$ cat config.mk
export PLATFORM = sky130hd
export DESIGN_NAME = seq_exec
export DESIGN_NICKNAME = d
export VERILOG_FILES = /design/src/rtl/seq_exec.sv
export SDC_FILE = /design/constraint.sdc
export NUM_CORES = 1
export LEC_CHECK = 0
export CAP_MARGIN = 20
export CORE_MARGIN = 4
export CORE_UTILIZATION = 35
export CTS_CLUSTER_DIAMETER = 30
export DETAILED_ROUTE_END_ITERATION = 12
export GPL_TIMING_DRIVEN = 0
export PLACE_DENSITY = 0.59
export SYNTH_ARGS = -nofsm -noshare
export SYNTH_HDL_FRONTEND = slang
export SYNTH_SLANG_ARGS = --single-unit
$ cat constraint.sdc
create_clock -name clk -period 3.5 [get_ports clk]
set_clock_uncertainty 0.1 [all_clocks]
set_input_delay 0.35 -clock clk [delete_from_list [all_inputs] [get_ports clk]]
set_output_delay 0.35 -clock clk [all_outputs]
set_load 0.005 [all_outputs]
$ cat src/rtl/seq_exec.sv
// Sequencer execution controller: accepts 8-bit instructions, issues push/add/mult
// to the downstream ALU with result write-back, and presents register values on a tx handshake.
module seq_exec #(
   parameter int ALU_W = 8,
   parameter int OP_W  = 2,
   parameter int IM_W  = 4,
   parameter int NREG  = 4,
   parameter int RA_W  = 2
) (
   input  logic             clk,
   input  logic             rst,
   input  logic [7:0]       i_inst,
   input  logic             i_inst_valid,
   output logic             o_inst_ready,
   output logic [ALU_W-1:0] o_alu_a,
   output logic [ALU_W-1:0] o_alu_b,
   output logic [OP_W-1:0]  o_alu_op,
   output logic [IM_W-1:0]  o_alu_const,
   output logic             o_alu_valid,
   input  logic [ALU_W-1:0] i_alu_data,
   input  logic             i_alu_valid,
   output logic [ALU_W-1:0] o_tx_data,
   output logic             o_tx_valid,
   input  logic             i_tx_ready,
   output logic             o_busy
);

   typedef enum logic [1:0] {
      S_IDLE  = 2'd0,
      S_ISSUE = 2'd1,
      S_WAIT  = 2'd2,
      S_SEND  = 2'd3
   } state_t;

   localparam logic [OP_W-1:0] OP_SEND = '1;

   state_t            r_state;
   logic [7:0]        r_inst;
   logic [ALU_W-1:0]  r_regs [NREG];
   logic              r_alu_valid;
   logic              r_tx_valid;
   logic [ALU_W-1:0]  r_tx_data;
   logic              r_inst_ready;
   logic              r_busy;

   logic [OP_W-1:0]   w_op;
   logic [RA_W-1:0]   w_ra;
   logic [RA_W-1:0]   w_rb;
   logic [OP_W-1:0]   w_in_op;
   logic [RA_W-1:0]   w_in_ra;
   logic              w_accept;
   logic              w_wb;

   assign w_op     = r_inst[7 -: OP_W];
   assign w_ra     = r_inst[4 +: RA_W];
   assign w_rb     = r_inst[2 +: RA_W];
   assign w_in_op  = i_inst[7 -: OP_W];
   assign w_in_ra  = i_inst[4 +: RA_W];
   assign w_accept = r_inst_ready & i_inst_valid;
   // Result is only taken while an ALU op is outstanding; stray valids in IDLE/SEND are dropped
   assign w_wb     = ((r_state == S_ISSUE) || (r_state == S_WAIT)) && i_alu_valid;

   generate
      for (genvar gi = 0; gi < NREG; gi++) begin : g_regs
         always_ff @(posedge clk or posedge rst) begin
            if (rst) begin
               r_regs[gi] <= '0;
            end else if (w_wb && (w_ra == RA_W'(gi))) begin
               r_regs[gi] <= i_alu_data;
            end
         end
      end
   endgenerate

   always_ff @(posedge clk or posedge rst) begin
      if (rst) begin
         r_state      <= S_IDLE;
         r_inst       <= '0;
         r_alu_valid  <= 1'b0;
         r_tx_valid   <= 1'b0;
         r_tx_data    <= '0;
         r_inst_ready <= 1'b1;
         r_busy       <= 1'b0;
      end else begin
         case (r_state)
            S_IDLE: begin
               if (w_accept) begin
                  r_inst       <= i_inst;
                  r_inst_ready <= 1'b0;
                  r_busy       <= 1'b1;
                  if (w_in_op == OP_SEND) begin
                     r_state    <= S_SEND;
                     r_tx_valid <= 1'b1;
                     r_tx_data  <= r_regs[w_in_ra];
                  end else begin
                     r_state     <= S_ISSUE;
                     r_alu_valid <= 1'b1;
                  end
               end
            end
            S_ISSUE: begin
               r_alu_valid <= 1'b0;
               if (i_alu_valid) begin
                  r_state      <= S_IDLE;
                  r_inst_ready <= 1'b1;
                  r_busy       <= 1'b0;
               end else begin
                  r_state <= S_WAIT;
               end
            end
            S_WAIT: begin
               if (i_alu_valid) begin
                  r_state      <= S_IDLE;
                  r_inst_ready <= 1'b1;
                  r_busy       <= 1'b0;
               end
            end
            S_SEND: begin
               if (i_tx_ready) begin
                  r_state      <= S_IDLE;
                  r_tx_valid   <= 1'b0;
                  r_inst_ready <= 1'b1;
                  r_busy       <= 1'b0;
               end
            end
            default: begin
               r_state      <= S_IDLE;
               r_alu_valid  <= 1'b0;
               r_tx_valid   <= 1'b0;
               r_inst_ready <= 1'b1;
               r_busy       <= 1'b0;
            end
         endcase
      end
   end

   // Operands follow the latched instruction; registers cannot change until write-back
   assign o_alu_a      = r_regs[w_ra];
   assign o_alu_b      = r_regs[w_rb];
   assign o_alu_op     = w_op;
   assign o_alu_const  = r_inst[IM_W-1:0];
   assign o_alu_valid  = r_alu_valid;
   assign o_tx_data    = r_tx_data;
   assign o_tx_valid   = r_tx_valid;
   assign o_inst_ready = r_inst_ready;
   assign o_busy       = r_busy;

endmodule
======== Word-level counts from Yosys, hierarchy flattened ========
Cells that the tools add are included.
word-level totals
  register bits after elaboration ......... 54
  word-level logic and storage cells ...... 77
cells by class
  order comparisons ....................... 3
  reduce and logical (&&, ||, !) cells .... 17
  mux-type cells .......................... 29
  equality and inequality tests ........... 13
  bitwise logic cells ..................... 4
operator list
  kind                  count
  $bmux W8 S2           3
  $mux W8               6
  $reduce_and A3 Y1     4
  $eq A2 B2 Y1 const B  5
  $mux W1               10
  $mux W2               5
  $ne A2 B2 Y1 const B  5
  $ge A3 B3 Y1 const B  3
  $not A2 Y3            3
  $pmux W2 S4           1
  $pmux W1 S3           2
  $logic_and A1 B1 Y1   5
  $eq A2 B1 Y1 const B  2
  $logic_not A2 Y1      2
  $pmux W1 S2           2
  $reduce_and A4 Y1     1
  $reduce_bool A2 Y1    2
  $ne A2 B1 Y1 const B  1
  $reduce_and A2 Y1     1
  $reduce_or A2 Y1      1
  $and A1 B1 Y1         1
  $logic_or A1 B1 Y1    1

======== Logic depth before layout (Yosys ltp) ========
Gate-level depths: netlist (run 1).
  depth in word-level cells ............... 4
  depth in mapped cells ................... 6
  gate-level depth less buffers ........... 6

======== Worst setup path after synthesis (run 1) ========
OpenSTA, ideal clock, no wires.
  kind .................................... register to register
  start ................................... reg r_state[0]
  end ..................................... reg r_regs[24] (netlist bit)
  path slack .............................. 1.712 ns
  data arrival time ....................... 1.563 ns
  library setup time ...................... 0.125 ns
  stages on the path, launching flop included .. 6
  cell sequence ........................... dfrtp_1 inv_1 ha_1 nand2_1 nor3_4 mux2_2
between the ends
  longest elaborated chain between the ends .. 4
  elaborated cells on any way between the ends .. 5
RTL lines
  element                                              RTL line  source
  from (decl)                                          37        state_t r_state;
  from (signal assigned)                               77        r_state <= S_IDLE;
  from (signal assigned)                               92        r_state <= S_SEND;
  from (signal assigned)                               96        r_state <= S_ISSUE;
  $eq A2 B1 Y1 / $eq A2 B2 Y1 (equally long branches)  61        assign w_wb = ((r_state == S_ISSUE) || (r_state == S_WAIT)) && i_alu_valid;
  $logic_or A1 B1 Y1 *                                 61
  $logic_and A1 B1 Y1 *                                61
  $logic_and A1 B1 Y1 *                                68        end else if (w_wb && (w_ra == RA_W'(gi))) begin
  to (signal, indexed assignment)                      69        r_regs[gi] <= i_alu_data;
  to (decl)                                            39        logic [ALU_W-1:0] r_regs [NREG];
Every way passes the cells marked *; elsewhere a longest branch is shown, timed or not.
A chain may end at the register's enable or synchronous reset.

======== Final worst setup path (run 1) ========
  start ................................... reg r_inst[4]
  end ..................................... out o_alu_a[1]
between the ends
  longest elaborated chain between the ends .. 4
RTL lines
  element                                      RTL line  source
  from (decl)                                  38        logic [7:0] r_inst;
  from (signal assigned)                       88        r_inst <= i_inst;
  $not A2 Y3 (not written as such)             138       assign o_alu_a = r_regs[w_ra];
  $bmux W8 S2                                  138
  $mux W8 (not written as such) (2 in series)  138
  to (decl)                                    15        output logic [ALU_W-1:0] o_alu_a,
Every way passes these cells. The select of a mux whose other input is x is not followed.

==> metrics.md, run 1 <==
| Metric | Value |
|---|---|
| Beginning of the worst register-to-register path | `r_state[0]` |
| Worst slack at placement | `1250 ps` |
| Antenna-violating nets left | `0` |
| DP Wirelength | `between 4 and 5 mm` |
| Number of sinks handled by clock tree synthesis | `54` |
| Total negative slack | `0 ps` |
| Most frequent cells in the layout | `sky130_fd_sc_hd__dfrtp_1, sky130_fd_sc_hd__clkdlybuf4s50_1, sky130_fd_sc_hd__mux2_2` |
| Max-Cap Viols | `0` |
| Total CTS buffers | `5` |
| Die Outline Area | `slightly below 10000 µm²` |
| Global route total overflow | `0` |
| Peak Freq | `approximately 400 MHz` |
| Top cells by area in the synthesized netlist | `sky130_fd_sc_hd__dfrtp_1, sky130_fd_sc_hd__mux2_2, sky130_fd_sc_hd__mux4_2, sky130_fd_sc_hd__mux4_1, sky130_fd_sc_hd__ha_1` |
| Initial Utilization | `a little over a third` |
| Buf/Inv on CP | `2` |
| Post-detailed-routing wire length | `approximately 6 mm` |
| Internal power | `roughly 2.4 mW` |
| Net switching power of the design | `about 1.0 mW` |
| Unrepaired setup endpoints after global routing | `no` |
| Die Height | `~100 µm` |
| Portion of the post-synthesis area used by sequential elements | `a little under half` |
| Fillers | `approximately 730` |
| Post-synth top area share | `46.25%` |
| DRC violations left | `0` |
| Non-Filler Instances | `339` |
| Clock latency at the later pin of the worst-skew pair | `approximately 300 ps` |
| Ratio of final minimum period to clock period | `around 70%` |
| Static Leakage | `1.531 nW` |
| Hold Startpoint | `i_inst[4]` |
| Number of rows created at floorplan | `32` |
| Number of distinct library cells after synthesis | `29` |
| Top Family by Delay on Critical Path | `buffers and inverters` |
| Share of layout cells above drive strength 1 | `between 40% and 50%` |
| Placed instance count | `about 330` |
| Pins over their slew limit | `0` |
| Actual slew at the worst max-slew pin | `roughly 650 ps` |
| Required @ worst endpoint | `3050 ps` |
| Part of the total power dissipated in combinational logic | `between 50% and 60%` |
| Post-synthesis instance area | `2868 µm²` |
| Max stage delay cell, worst path | `sky130_fd_sc_hd__mux4_2` |
| Worst vdd ir | `roughly 0.42 mV` |
| Placer Congestion | `0.7462` |
| Final critical path time including I/O delays and setup | `2524 ps` |
| Hold bufs inserted after CTS | `0` |
| Net count of the finished layout | `~260` |
| Post-synthesis instance total | `177` |
| Worst hold-check path type | `in2reg` |
| Wire length of the first global-routing pass | `10.05 mm` |
| Nets in the synthesized netlist | `a little over 200` |
| Sequential share of power | `around 34%` |
| WP data arrival | `2070 ps` |
| Number of ports placed on the die boundary | `55` |
| Number of antenna violations at the first check in global routing | `0` |
| Core ar. | `7848 µm²` |
| H-tree depth | `2` |
| Cell taking the most area after synthesis | `sky130_fd_sc_hd__dfrtp_1` |
| Launch point of the critical path | `r_inst[4]` |
| Vias | `approximately 1800` |
| Detailed Routing Iterations Pass 1 | `4` |
| Headroom to the max-slew limit | `between 50% and 60%` |
| Largest net degree at the start of global routing | `30` |
| Reg clk slew, reported paths | `90 ps` |
| Via count of the first global-routing pass | `around 1900` |
| Final cell utilization of the core | `between 40% and 50%` |
| GRT Resource Usage Total | `about an eighth` |
| Ant diodes | `0` |
| Total area of multi-input combinational cells | `between 1000 and 1500 µm²` |
| Final Worst Setup Slack | `976.5 ps` |
| YS warnings | `0` |
| Setup fix buffers added after clock tree synthesis | `0` |
| Result of the run | `complete, no violations` |
| Count of routing violations after the opening detailed-route iteration | `34` |
| Critical Path Fanout Max | `10` |
| Combined flip-flop and latch cell area | `1353 µm²` |
| Area added between synthesis and finish | `27.23%` |
| Capturing element type of the critical path | `primary output` |
| Clock group share of total power | `around an eighth` |
| Startpoint type of the worst setup path | `flip-flop` |
| Die outline width | `98.52 µm` |
| Clk buf depth | `2` |
| Detail-routed net length per standard cell | `about 18 µm` |
| Number of synthesized register bits | `54` |
| Commonest non-fill, non-tap cell in the layout | `sky130_fd_sc_hd__dfrtp_1` |
| Number of buffer cells added on primary ports | `52` |
| Clock tree from TritonCTS | `built` |
| Synthesized area per cell | `around 16 µm²` |
| Final hold slack | `~280 ps` |
| Switching share of power | `a little under a third` |
| Number of gates resized after cts | `0` |
| Power per standard cell area | `between 900 and 1000 nW/µm²` |
| Crit-path cells | `buf_4 -> mux4_2 -> clkdlybuf4s50_1` |
| Via density per instance | `~5.2` |
| Master cell of the clock root buffer | `sky130_fd_sc_hd__clkbuf_8` |
| Worst setup path class | `reg2out` |
| Biggest cell delay along the critical path | `550 ps` |
| Final setup violation count | `0` |
| Final Hold Viols | `0` |
power by group through the flow:
stage,clock [mW],sequential [mW],combinational [mW]
6_report,0.421,1.19,1.84
5_1_grt,0.465,1.23,1.98
4_1_cts,0.441,1.19,1.89
3_5_place_dp,0,1.20,1.88
3_3_place_gp,0,1.19,1.86
2_1_floorplan,0,1.13,1.11
worst paths after layout:
check | endpoint | slack (ps) | cells past startpoint
setup reg to reg | r_regs[27] | 1420 | 5
setup / recovery | o_alu_a[1] | 980 | 3
min in group asynchronous | o_busy | 350 | 2
hold / removal | r_inst[4] | 280 | 2
hold reg to reg | o_inst_ready | 410 | 2
max in group asynchronous | r_regs[13] | 2380 | 3
synthesized netlist by cell type, drive strengths merged:
cell / number
nand4: 1
nor3b: 1
mux2: 50
nand2: 3
nand3: 3
o22ai: 1
dfstp: 1
mux4: 24
a21bo: 1
ha: 5
a22o: 2
inv: 7
nand2b: 1
nand4b: 1
a21boi: 1
a31oi: 1
buf: 12
a21oi: 2
o21ai: 1
nor3: 1
mux2i: 2
dfrtp: 53
nor2: 3
registers in the layout (all words and copies together) (netlist names):
name / flops
o_inst_ready: 1
o_tx_data: 8
o_busy: 1
o_tx_valid: 1
r_regs: 32
o_alu_valid: 1
r_state: 2
r_inst: 8
cells by family (layout without fill, tap and decap cells):
group / after synthesis / in the layout / synth area share, %
compound gates: 9 / 9 / 2.182
fa+ha+maj: 5 / 5 / 2.182
buf+inv: 19 / 79 / 3.927
flops: 54 / 54 / 47.16
mux: 76 / 76 / 40.10
simple gates: 14 / 14 / 4.451
through the flow:
stage,cell area (µm²),total power [mW]
after floorplan,2868,2.240
after global placement,3516,3.043
after detailed placement,3536,3.075
after CTS,3649,3.512
after global routing,3649,3.681
final,3649,3.452
metal layers:
layer  GRT usage, %  part of all wire, %  routed length [µm]
met3          2.335                  2.9                 175
met5              0                    0                   0
met1          16.67                   44                2692
met2          23.35                   52                3137
met4          3.782                  1.3                  78
final cells by class:
cell class / instances / share of cell area [%]
Sequential cell: 54 / 37.07
Multi-Input combinational cell: 104 / 38.44
Inverter: 7 / 0.7202
Clock inverter: 1 / 0.8230
Buffer: 12 / 2.366
Tap cell: 102 / 3.498
Clock buffer: 6 / 2.263
Timing Repair Buffer: 53 / 14.81
(Power assumes the default switching activity.)
==> run 2: changes to the inputs <==
--- a/config.mk
+++ b/config.mk
@@ -11,7 +11,7 @@
 export CTS_CLUSTER_DIAMETER = 30
 export DETAILED_ROUTE_END_ITERATION = 12
 export GPL_TIMING_DRIVEN = 0
-export PLACE_DENSITY = 0.59
+export PLACE_DENSITY = 0.61
 export SYNTH_ARGS = -nofsm -noshare
 export SYNTH_HDL_FRONTEND = slang
 export SYNTH_SLANG_ARGS = --single-unit
==> constraint.sdc (replaced) <==
create_clock -name clk -period 2.11 [get_ports clk]
set_clock_uncertainty 0.1 [all_clocks]
set_input_delay 0.211 -clock clk [delete_from_list [all_inputs] [get_ports clk]]
set_output_delay 0.211 -clock clk [all_outputs]
set_load 0.005 [all_outputs]
==> metrics.md, run 2 (synthesized netlist as in run 1, its figures left out) <==
| Metric | Value |
|---|---|
| Result of the run | `complete, no violations` |
| Clk buf depth | `2` |
| Final critical path time including I/O delays and setup | `between 2000 and 2500 ps` |
| Post-detailed-routing wire length | `approximately 6.3 mm` |
| Initial Utilization | `36.54%` |
| Core ar. | `approximately 7800 µm²` |
| Final Worst Setup Slack | `about 91 ps` |
| Die Height | `98.52 µm` |
| Worst setup path class | `reg2out` |
| DP Wirelength | `around 4.3 mm` |
| Via count of the first global-routing pass | `about 1900` |
| Share of layout cells above drive strength 1 | `44.40%` |
| Net count of the finished layout | `between 200 and 300` |
| Number of antenna violations at the first check in global routing | `0` |
| Max stage delay cell, worst path | `sky130_fd_sc_hd__mux4_2` |
| Detail-routed net length per standard cell | `18.01 µm` |
| Crit-path cells | `buf_12 -> buf_4 -> mux4_2 -> dlygate4sd2_1` |
| Headroom to the max-slew limit | `between 60% and 70%` |
| Worst vdd ir | `0.7733 mV` |
| Placed instance area | `between 3000 and 4000 µm²` |
| Master cell of the clock root buffer | `sky130_fd_sc_hd__clkbuf_8` |
| Number of sinks handled by clock tree synthesis | `54` |
| Most frequent cells in the layout | `sky130_fd_sc_hd__dfrtp_1, sky130_fd_sc_hd__mux2_2, sky130_fd_sc_hd__clkdlybuf4s50_1` |
| Largest net degree at the start of global routing | `35` |
| Post-route standard cell area excluding fillers | `~3800 µm²` |
| Count of routing violations after the opening detailed-route iteration | `a little under 70` |
| Slack of the worst reg-to-reg path | `about 120 ps` |
| Global route total overflow | `0` |
| Die Outline Area | `9706 µm²` |
| Worst slack at placement | `approximately 17 ps` |
| Combined flip-flop and latch cell area | `around 1400 µm²` |
| Total CTS buffers | `5` |
| Detailed Routing Iterations Pass 1 | `3` |
| Vias | `approximately 1800` |
| Power per standard cell area | `~1500 nW/µm²` |
| Area added between synthesis and finish | `31.72%` |
| Required @ worst endpoint | `~1800 ps` |
| Static Leakage | `roughly 1.6 nW` |
| Number of rows created at floorplan | `32` |
| Critical Path Fanout Max | `8` |
| Non-Filler Instances | `between 300 and 400` |
| Final setup violation count | `0` |
| Via density per instance | `5.156` |
| Actual slew at the worst max-slew pin | `around 500 ps` |
| GRT Resource Usage Total | `13.66%` |
| Unrepaired setup endpoints after global routing | `no` |
| Fillers | `between 700 and 800` |
| Biggest cell delay along the critical path | `490 ps` |
| Startpoint type of the worst setup path | `flip-flop` |
| Reg clk slew, reported paths | `100 ps` |
| Final Hold Viols | `0` |
| Placed instance count | `332` |
| Register containing the most flip-flops in the final layout | `r_regs` |
| WP data arrival | `1710 ps` |
| Ant diodes | `0` |
| Worst hold-check path type | `in2async` |
| Ratio of final minimum period to clock period | `95.67%` |
| Clock tree from TritonCTS | `built` |
| Placer Congestion | `0.7556` |
| Capturing element type of the critical path | `primary output` |
| Wire length of the first global-routing pass | `between 10 and 15 mm` |
| Die outline width | `98.52 µm` |
| Number of buffer cells added on primary ports | `52` |
| Total area of multi-input combinational cells | `1410 µm²` |
| DRC violations left | `0` |
| Pins over their slew limit | `0` |
| Clock latency at the later pin of the worst-skew pair | `310 ps` |
| Flip-flop count of the largest register, all copies and words added | `32` |
| Number of ports placed on the die boundary | `55` |
| Peak Freq | `a little under 500 MHz` |
| Commonest non-fill, non-tap cell in the layout | `sky130_fd_sc_hd__dfrtp_1` |
| H-tree depth | `2` |
| Antenna-violating nets left | `0` |
| Max-Cap Viols | `0` |
==> run 2: cell types whose count changed in the layout (fill, tap and decap cells not counted), sizes merged <==
cell,previous run,this run
clkdlybuf4s50,52,36
dlygate4sd2,0,14
buf,13,26
clkbuf,6,5
clkdlybuf4s15,0,1
clkinv,0,1
dlymetal6s2s,0,1
==> run 2: final cells by class <==
cell class / count / area share, %
flip-flops and latches: 54 / 35.87
repair buffers: 66 / 16.50
clock buffers: 5 / 1.822
inverters: 7 / 0.6956
multi-input cells: 104 / 37.33
plain buffers: 12 / 3.379
clock inverters: 2 / 1.027
well taps: 102 / 3.379
==> run 2: report_power, final <==
part,switching (mW),internal (mW),total [mW]
clock,0.342,0.350,0.692
combinational,1.07,2.09,3.15
sequential,0.408,1.55,1.96
total,1.82,3.99,5.81
==> run 2: routing by layer <==
metal / global-route usage, % / vias up / part of all wire, %
met2: 24.08 / 31 / 52
met5: 0 / - / 0
met4: 4.097 / 0 / 1.2
met1: 16.96 / 956 / 43
met3: 2.689 / 6 / 3.1
li1: - / 822 / -
==> run 2: worst paths after layout <==
path	startpoint	endpoint	cells past startpoint
hold / removal	rst	o_tx_data[2]	2
setup / recovery	r_inst[4]	o_alu_a[4]	4
max in group asynchronous	rst	r_inst[4]	3
setup reg to reg	r_state[1]	o_tx_data[1]	5
hold reg to reg	r_inst[6]	r_inst[6]	1
min in group clk	i_inst[4]	r_inst[4]	2
==> run 2: what timing repair did <==
action                     CTS  global route
hold buffers                 0             0
pin swaps                    0             1
setup endpoints to repair   16            18
buffers inserted             7             6
resized for setup           28             3
==> run 2: per-stage QoR <==
stage / total power [mW] / setup TNS [ps] / hold WS, ps / utilization (%)
after floorplan: 3.716 / 0 / 261.4 / -
after global placement: 5.045 / -36770 / 389.7 / 44.80
after detailed placement: 5.083 / 0 / 395.2 / 45.06
after CTS: 5.793 / 0 / 138.6 / 47.42
after global routing: 6.213 / 0 / 135.6 / 48.13
final: 5.810 / 0 / 132.2 / 48.13
==> run 2: critical path, delay by kind of cell, from the launching register on <==
family / cells / cell delay [ps]
buf+inv: 3 / 520
flops: 1 / 400
mux: 1 / 490
